<file path="config.mk">
export PLATFORM = sky130hd
export DESIGN_NAME = ws2812_rx
export DESIGN_NICKNAME = d
export VERILOG_FILES = /design/src/rtl/ws2812_rx.sv
export SDC_FILE = /design/constraint.sdc
export NUM_CORES = 1
export LEC_CHECK = 0
export ABC_AREA = 1
export CAP_MARGIN = 20
export CORE_AREA = 2 2 110 85
export CTS_CLUSTER_DIAMETER = 150
export DETAILED_ROUTE_END_ITERATION = 16
export DIE_AREA = 0 0 112 87
export HOLD_SLACK_MARGIN = 0.02
export PLACE_DENSITY_LB_ADDON = 0.3
export SKIP_CTS_REPAIR_TIMING = 1
export SLEW_MARGIN = 20
export SYNTH_ARGS = -nofsm -noshare
export SYNTH_HDL_FRONTEND = slang
export SYNTH_SLANG_ARGS = --single-unit
</file>
<file path="constraint.sdc">
create_clock -name clk -period 2.8 [get_ports clk]
set_clock_uncertainty 0.1 [all_clocks]
set_input_delay 0.56 -clock clk [delete_from_list [all_inputs] [get_ports clk]]
set_output_delay 0.56 -clock clk [all_outputs]
set_load 0.01 [all_outputs]
</file>
<file path="src/rtl/ws2812_rx.sv">
// ws2812_rx: WS2812-style NRZ line receiver producing 24-bit pixels, latch-gap and error pulses.
// Defining WS2812_RX_FORWARD_EN builds the downstream pass-through on dout; otherwise dout is 0.
module ws2812_rx #(
    parameter int CLK_SPEED = 25_000_000,
    parameter int LED_CNT   = 3
) (
    input  logic                                             clk,
    input  logic                                             reset,
    input  logic                                             din,
    output logic [23:0]                                      pixel_o,
    output logic [((LED_CNT > 1) ? $clog2(LED_CNT) : 1)-1:0] pixel_idx_o,
    output logic                                             pixel_valid_o,
    output logic                                             latch_o,
    output logic                                             error_o,
    output logic                                             dout
);
    // Scaling by an integer before dividing keeps the nominal counts exact in floating point.
    localparam int COUNT_TH    = $rtoi(CLK_SPEED * 6.0 / 1.0e7);
    localparam int COUNT_MAX   = $rtoi(CLK_SPEED * 2.0 / 1.0e6);
    localparam int COUNT_LATCH = $rtoi(CLK_SPEED * 5.0 / 1.0e5);

    localparam int IDX_W  = (LED_CNT > 1) ? $clog2(LED_CNT) : 1;
    localparam int PCNT_W = $clog2(LED_CNT + 1);
    localparam int HCNT_W = $clog2(COUNT_MAX + 1);
    localparam int LCNT_W = $clog2(COUNT_LATCH + 1);

    localparam logic [HCNT_W-1:0] HCNT_TH    = HCNT_W'(COUNT_TH);
    localparam logic [HCNT_W-1:0] HCNT_MAX   = HCNT_W'(COUNT_MAX);
    localparam logic [LCNT_W-1:0] LCNT_LATCH = LCNT_W'(COUNT_LATCH);
    localparam logic [PCNT_W-1:0] PIX_LIMIT  = PCNT_W'(LED_CNT);
    localparam logic [4:0]        LAST_BIT   = 5'd23;

    typedef enum logic [1:0] {
        ST_WAIT_GAP = 2'd0,
        ST_IDLE     = 2'd1,
        ST_HIGH     = 2'd2,
        ST_LOW      = 2'd3
    } state_t;

    state_t              state_r;
    logic                sync1_r;
    logic                s_r;
    logic [HCNT_W-1:0]   hcnt_r;
    logic [LCNT_W-1:0]   lcnt_r;
    logic [4:0]          bitcnt_r;
    logic [PCNT_W-1:0]   pixcnt_r;
    logic [23:0]         shift_r;
    logic [23:0]         pixel_r;
    logic [IDX_W-1:0]    pixel_idx_r;
    logic                pixel_valid_r;
    logic                latch_r;
    logic                error_r;

    logic [HCNT_W-1:0]   hcnt_inc_s;
    logic [LCNT_W-1:0]   lcnt_inc_s;
    logic                bit_s;
    logic                last_bit_s;
    logic [23:0]         word_s;
    logic                hi_err_s;
    logic                gap_end_s;

    // Two-flop synchronizer for the asynchronous line.
    always_ff @(posedge clk or posedge reset) begin
        if (reset) begin
            sync1_r <= 1'b0;
            s_r     <= 1'b0;
        end else begin
            sync1_r <= din;
            s_r     <= sync1_r;
        end
    end

    // Next counter values, bit decision and the pixel word with the current bit inserted.
    always_comb begin
        hcnt_inc_s       = hcnt_r + HCNT_W'(1);
        lcnt_inc_s       = lcnt_r + LCNT_W'(1);
        bit_s            = (hcnt_r >= HCNT_TH);
        last_bit_s       = (bitcnt_r == LAST_BIT);
        word_s           = shift_r;
        word_s[bitcnt_r] = bit_s;
        hi_err_s         = (state_r == ST_HIGH) && s_r && (hcnt_inc_s == HCNT_MAX);
        gap_end_s        = (state_r == ST_LOW) && !s_r && (lcnt_inc_s == LCNT_LATCH);
    end

    // Receive FSM with registered pixel, latch and error outputs.
    always_ff @(posedge clk or posedge reset) begin
        if (reset) begin
            state_r       <= ST_WAIT_GAP;
            hcnt_r        <= '0;
            lcnt_r        <= '0;
            bitcnt_r      <= 5'd0;
            pixcnt_r      <= '0;
            shift_r       <= 24'd0;
            pixel_r       <= 24'd0;
            pixel_idx_r   <= '0;
            pixel_valid_r <= 1'b0;
            latch_r       <= 1'b0;
            error_r       <= 1'b0;
        end else begin
            pixel_valid_r <= 1'b0;
            latch_r       <= 1'b0;
            error_r       <= 1'b0;
            case (state_r)
                ST_WAIT_GAP: begin
                    if (s_r) begin
                        lcnt_r <= '0;
                    end else if (lcnt_inc_s == LCNT_LATCH) begin
                        lcnt_r  <= '0;
                        state_r <= ST_IDLE;
                    end else begin
                        lcnt_r <= lcnt_inc_s;
                    end
                end
                ST_IDLE: begin
                    if (s_r) begin
                        hcnt_r  <= HCNT_W'(1);
                        state_r <= ST_HIGH;
                    end
                end
                ST_HIGH: begin
                    if (hi_err_s) begin
                        // Overlong high: drop the partial pixel and resynchronise on a full gap.
                        error_r  <= 1'b1;
                        hcnt_r   <= '0;
                        lcnt_r   <= '0;
                        bitcnt_r <= 5'd0;
                        pixcnt_r <= '0;
                        shift_r  <= 24'd0;
                        state_r  <= ST_WAIT_GAP;
                    end else if (s_r) begin
                        hcnt_r <= hcnt_inc_s;
                    end else begin
                        lcnt_r  <= LCNT_W'(1);
                        state_r <= ST_LOW;
                        if (last_bit_s) begin
                            bitcnt_r <= 5'd0;
                            shift_r  <= 24'd0;
                            if (pixcnt_r < PIX_LIMIT) begin
                                pixel_r       <= word_s;
                                pixel_idx_r   <= pixcnt_r[IDX_W-1:0];
                                pixel_valid_r <= 1'b1;
                                pixcnt_r      <= pixcnt_r + PCNT_W'(1);
                            end
                        end else begin
                            shift_r  <= word_s;
                            bitcnt_r <= bitcnt_r + 5'd1;
                        end
                    end
                end
                ST_LOW: begin
                    if (s_r) begin
                        hcnt_r  <= HCNT_W'(1);
                        state_r <= ST_HIGH;
                    end else if (gap_end_s) begin
                        latch_r  <= 1'b1;
                        error_r  <= (bitcnt_r != 5'd0);
                        lcnt_r   <= '0;
                        bitcnt_r <= 5'd0;
                        pixcnt_r <= '0;
                        shift_r  <= 24'd0;
                        state_r  <= ST_IDLE;
                    end else begin
                        lcnt_r <= lcnt_inc_s;
                    end
                end
                default: begin
                    state_r <= ST_WAIT_GAP;
                end
            endcase
        end
    end

    assign pixel_o       = pixel_r;
    assign pixel_idx_o   = pixel_idx_r;
    assign pixel_valid_o = pixel_valid_r;
    assign latch_o       = latch_r;
    assign error_o       = error_r;

`ifdef WS2812_RX_FORWARD_EN
    logic fwd_r;
    logic dout_r;
    logic last_pix_s;

    assign last_pix_s = (state_r == ST_HIGH) && !s_r && last_bit_s
                        && (pixcnt_r == PCNT_W'(LED_CNT - 1));

    // Forwarding opens after our last pixel and closes on the frame gap or an error.
    always_ff @(posedge clk or posedge reset) begin
        if (reset) begin
            fwd_r  <= 1'b0;
            dout_r <= 1'b0;
        end else begin
            dout_r <= s_r & fwd_r;
            if (hi_err_s || gap_end_s) begin
                fwd_r <= 1'b0;
            end else if (last_pix_s) begin
                fwd_r <= 1'b1;
            end else begin
                fwd_r <= fwd_r;
            end
        end
    end

    assign dout = dout_r;
`else
    assign dout = 1'b0;
`endif

endmodule
</file>
After elaboration in Yosys (flattened, before gate mapping)
Cells that the tools add are included.
{"block": "op_classes", "bitwise": 2, "n_addsub": 4, "n_lt_le_gt_ge": 4, "muxes": 53, "eq_ne": 17, "n_reduce_logical": 18}
{"op": "$mux 24", "n": 5}
{"op": "$mux 11", "n": 6}
{"op": "$pmux 24 s2", "n": 1}
{"op": "$pmux 11 s3", "n": 1}
{"op": "$mux 2", "n": 13}
{"op": "$mux 5", "n": 5}
{"op": "$bwmux 24", "n": 1}
{"op": "$mux 6", "n": 3}
{"op": "$mux 1", "n": 12}
{"op": "$ne 3x3->1 const B", "n": 4}
{"op": "$pmux 6 s2", "n": 1}
{"op": "$add 11x1->11 const B", "n": 1}
{"op": "$eq 11x11->1 const B", "n": 1}
{"op": "$ne 2x2->1 const B", "n": 5}
{"op": "$pmux 5 s2", "n": 1}
{"op": "$reduce_and 5->1", "n": 2}
{"op": "$pmux 2 s4", "n": 1}
{"op": "$add 6x1->6 const B", "n": 1}
{"op": "$eq 6x6->1 const B", "n": 1}
{"op": "$ge 6x4->1 const B", "n": 1}
{"op": "$lt 5x6->1 const B", "n": 1}
{"op": "$reduce_and 3->1", "n": 2}
{"op": "$reduce_and 6->1", "n": 1}
{"op": "$add 5x1->5 const B", "n": 1}
{"op": "20 further kinds", "n": 27}
{"block": "totals", "in_bits": 3, "regBits": 81, "output_inout_bits": 30}

Longest topological paths before layout
{"block": "depth", "ltp_word": 9, "ltp_mapped": 15, "ltp_nobuf": 14}

Worst setup path after synthesis
OpenSTA, ideal clock, no wires.
{"block": "synth_timing", "path_type": "reg2reg", "from": "register lcnt_r[0]", "to": "register bitcnt_r[1]", "setup_ns": 0.118, "arrival_ns": 1.789, "synth_period_minus_slack_ns": 2.007, "stages_incl_launch_ff": 14, "t_required_ns": 2.582, "setup_slack_ns": 0.793, "cell_sequence": "dfrtp_1 ha_1 nand3_2 nor2_2 nand2_1 nand2_1 nand3_1 nor2_2 nand3_2 a21oi_2 nand2_2 buf_6 nand2_1 nand2_1"}
{"block": "synth_between", "elab_chain_len": 5}
{"element": "start: declaration", "line": "44", "source": "logic [LCNT_W-1:0] lcnt_r;"}
{"element": "start signal: assignment", "line": "111", "source": "lcnt_r <= lcnt_inc_s;"}
{"element": "start signal: assignment", "line": "163", "source": "lcnt_r <= lcnt_inc_s;"}
{"element": "$add 11x1->11", "line": "76", "source": "lcnt_inc_s = lcnt_r + LCNT_W'(1);"}
{"element": "$eq 11x11->1", "line": "82", "source": "gap_end_s = (state_r == ST_LOW) && !s_r && (lcnt_inc_s == LCNT_LATCH);"}
{"element": "$logic_and 1x1->1", "line": "82"}
{"element": "$ne 2x2->1 (no source line)"}
{"element": "$reduce_and 4->1 (no source line)"}
{"element": "end signal: assignment", "line": "146", "source": "bitcnt_r <= bitcnt_r + 5'd1;"}
{"element": "end: declaration", "line": "45", "source": "logic [4:0] bitcnt_r;"}
No other way between the ends.
A chain may end at the register's enable or synchronous reset.

Worst setup path in the final report
{"block": "layout_timing", "from": "register lcnt_r[0]", "to": "register shift_r[1]"}
{"block": "layout_between", "elab_chain_len": 5}
{"element": "$add 11x1->11", "line": "76"}
{"element": "$eq 11x11->1", "line": "82"}
{"element": "$logic_and 1x1->1", "line": "82"}
{"element": "$ne 2x2->1 (no source line)"}
{"element": "$reduce_and 4->1 (no source line)"}
{"element": "end signal: assignment", "line": "145", "source": "shift_r <= word_s;"}
{"element": "end: declaration", "line": "47", "source": "logic [23:0] shift_r;"}
No other way between the ends.

==> reports/summary.txt <==
Global Route met1 Usage = 30.8%
endpoint arrival time on the critical path = 2.71 ns
first drt pass iteration count = 5
overall power consumption = 0.00245 W
hold path start = sync1_r
cell at the slowest stage of the critical path = sky130_fd_sc_hd__dfrtp_1
io pins = 33
register-to-register setup slack = 0.25 ns
MaxCap Viol Count = 0
post-route cell area = 4960 µm²
dpl hpwl = 6760 µm
max-slew violation total from the final report = 0
average vias per placed instance = 5.23
global placement routability congestion = 0.865
type of element launching the critical path = register
PD cells = 494 nW/µm²
total negative setup slack = 0 ns
post-detailed-placement cell area = 4640 µm²
combined buffer and inverter count along the critical path = 1
syn_area_per_cell = 7.60 µm²
via total after detailed routing = 3680
initial drt markers = 267
row count = 30
area occupied by multi-input gates = 1890 µm²
final number of hold-violating endpoints = 0
setup repair after global routing missed its margin = false
floorplan die area = 9740 µm²
DP Cell Count = 688
number of standard cells in the layout, taps in and fillers out = 704
total of warnings raised by yosys = 0
worst-case headroom to the max-slew limit = 54.1%
Critical Path Sink Type = register
met3 usage in global routing = 5.08%
Num CTS Buffers = 9
chip width = 112 µm
post-DR wirelength/cell = 13.6 µm
starting density of the core = 48.2%
DRC = 0
floorplan core area = 8780 µm²
cell-by-cell trace of the critical path = ha_1, nand3_2, nor2_2, nand2_1, nand2_1, nand3_1, nor2_2, nand3_2, nand2_2, nand2_2, nor2_4, buf_4, nand2_1, o21ai_1
layout-stage area growth over the synthesis result = 17.1%
run status = finished clean
clock input transition at the sequential cells of the worst setup and hold paths = 0.06 ns
clock latency at the later pin of the worst-skew pair = 0.34 ns
vias in the first global route = 3504
peak per-stage delay on the critical path = 0.44 ns
sum of routed wire length over all layers = 9560 µm
endpoint of the lowest-slack register-to-register path = shift_r[1]
post-synthesis cell count = 557
buffers added on ports = 31
number of nets still failing antenna checks after routing = 0
netlist area before placement = 4230 µm²
clk sink count = 80
Layout fillers = 815
cell family with most CP delay = simple AND/OR/NAND/NOR gates
total number of nets in the final design = 599
number of storage elements in the synthesis netlist = 80
global routing's busiest layer = met2
WP depth = 14
overall fraction of global-route tracks in use = 21.3%
portion of the post-synthesis area used by sequential elements = 47.3%
period utilisation layout = 91.0%
number of buffers on the longest clock path = 2
R2R Path Start = lcnt_r[0]
number of antenna violations at the first check in global routing = 0
TritonCTS clock tree = built
met2 demand-to-capacity share in global routing = 32.1%
global-route wire length before repair = 16700 µm
total number of H-tree levels = 3
beginning of the critical path = lcnt_r[0]
number of different library cells in the post-synthesis netlist = 35
R2R depth = 14
total global routing overflow = 0
synthesized netlist net count = 569
Sequential Area = 2000 µm²
worst hold slack = 0.246 ns
fin crit period = 2.55 ns
number of diodes added for antenna fixing = 0
slew at the pin closest to its max-slew limit = 0.687 ns
vertical die dimension = 87 µm
fmax = 393 MHz
most common cell type on the critical path = sky130_fd_sc_hd__nand2_1
CP required = 2.97 ns
leakage = 2.36 nW
layout cells sized above 1 = 8.95%
largest net degree at the start of global routing = 44
crit path capture = shift_r[1]
type of the tightest min-delay check = register to register
library cell used as clock root buffer = sky130_fd_sc_hd__clkbuf_16
maximum fanout encountered on the critical timing path = 31
final-report setup violation count = 0
Max IR drop VDD = 0.356 mV
Setup CP Type = register to register
state kept, by name (all words and copies together), names as in the netlist:
name,cells
pixel_o,24
sync1_r,1
pixel_idx_o,2
pixel_valid_o,1
shift_r,23
bitcnt_r,5
latch_o,1
error_o,1
lcnt_r,11
hcnt_r,6
pixcnt_r,2
state_r,2
s_r,1
cell type report:
class	count	share of cell area [%]
sequential	80	40.4
multi-input combinational	398	38.2
timing repair buffer	39	7.73
clock buffer	11	5.10
inverter	59	4.49
tap	112	2.83
clock inverter	5	1.29
where the power goes:
part,switching [W],internal (W),leakage [nW]
Sequential,0.00000720,0.00116,1.11
Clock,0.000484,0.000745,0.152
Combinational,0.0000374,0.0000142,1.10
Total,0.000529,0.00192,2.36
stage by stage:
stage / util [%] / setup slack, ns
finish: 56.4 / 0.253
global route: 56.4 / 0.0269
CTS: 56.4 / 0.280
detailed placement: 52.8 / 0.302
global placement: 52.8 / 0.417
floorplan: - / 0.0883
cells in the mapped netlist:
master,n,share of area (%)
sky130_fd_sc_hd__inv_1,51,4.5
sky130_fd_sc_hd__nor2_1,51,4.5
sky130_fd_sc_hd__ha_1,9,2.7
sky130_fd_sc_hd__a21oi_2,1,0.21
sky130_fd_sc_hd__nand3_2,3,0.71
sky130_fd_sc_hd__nor2_2,6,0.89
sky130_fd_sc_hd__nand3_1,17,2.0
sky130_fd_sc_hd__nand4_1,20,3.0
sky130_fd_sc_hd__xor2_1,3,0.62
sky130_fd_sc_hd__buf_6,3,0.80
sky130_fd_sc_hd__dfrtp_1,80,47
sky130_fd_sc_hd__nor3_2,2,0.47
sky130_fd_sc_hd__or2_1,1,0.15
sky130_fd_sc_hd__o31ai_1,5,0.89
sky130_fd_sc_hd__xnor2_1,1,0.21
sky130_fd_sc_hd__nor3_1,6,0.71
sky130_fd_sc_hd__nand3b_1,1,0.18
sky130_fd_sc_hd__nand2_1,188,17
sky130_fd_sc_hd__conb_1,1,0.089
sky130_fd_sc_hd__o21bai_1,1,0.18
sky130_fd_sc_hd__nand2_2,5,0.74
sky130_fd_sc_hd__nor4_1,1,0.15
sky130_fd_sc_hd__clkbuf_2,1,0.12
sky130_fd_sc_hd__o21ai_0,39,4.6
sky130_fd_sc_hd__a31oi_1,1,0.15
sky130_fd_sc_hd__a21oi_1,3,0.35
sky130_fd_sc_hd__buf_2,10,1.2
sky130_fd_sc_hd__a211oi_1,1,0.18
sky130_fd_sc_hd__inv_2,8,0.71
sky130_fd_sc_hd__o21ai_1,27,3.2
sky130_fd_sc_hd__xor2_2,1,0.38
sky130_fd_sc_hd__o22ai_1,2,0.30
sky130_fd_sc_hd__clkbuf_1,4,0.35
sky130_fd_sc_hd__nor2_4,2,0.53
sky130_fd_sc_hd__buf_4,2,0.35
routing by layer:
layer / vias to the layer above / part of all wire, %
met5: - / 0
met2: 86 / 44
met1: 1753 / 49
met4: 0 / 1.2
met3: 10 / 4.9
li1: 1831 / -
placed cells by master (no fill, tap or decap), types with 6 or more instances in the layout:
master,synthesis,layout
sky130_fd_sc_hd__o21ai_1,27,27
sky130_fd_sc_hd__clkbuf_16,0,9
sky130_fd_sc_hd__nor3_1,6,6
sky130_fd_sc_hd__inv_1,51,50
sky130_fd_sc_hd__nand2_1,188,188
sky130_fd_sc_hd__o21ai_0,39,39
sky130_fd_sc_hd__nand4_1,20,20
sky130_fd_sc_hd__buf_4,2,7
sky130_fd_sc_hd__nand3_1,17,17
sky130_fd_sc_hd__clkdlybuf4s50_1,0,31
sky130_fd_sc_hd__nor2_1,51,51
sky130_fd_sc_hd__dfrtp_1,80,80
sky130_fd_sc_hd__ha_1,9,9
sky130_fd_sc_hd__inv_2,8,8
sky130_fd_sc_hd__nor2_2,6,6
cell families (layout without fill, tap and decap cells):
logic type      Yosys count  after routing  share of synthesized area (%)
simple gates            303            303                           30.7
compound gates           80             80                           10.0
flops                    80             80                           47.3
buf+inv                  79            114                           8.04
fa+ha+maj                 9              9                           2.66
xor+xnor                  5              5                           1.21
other cells               1              1                         0.0886
worst min path at each step:
stage	to	depth (start not counted)
after detailed placement	s_r	0
after global routing	s_r	0
after CTS	s_r	0
final	s_r	0
after global placement	s_r	0
after floorplan	s_r	0
No activity file was read; power rests on OpenSTA's default activity.
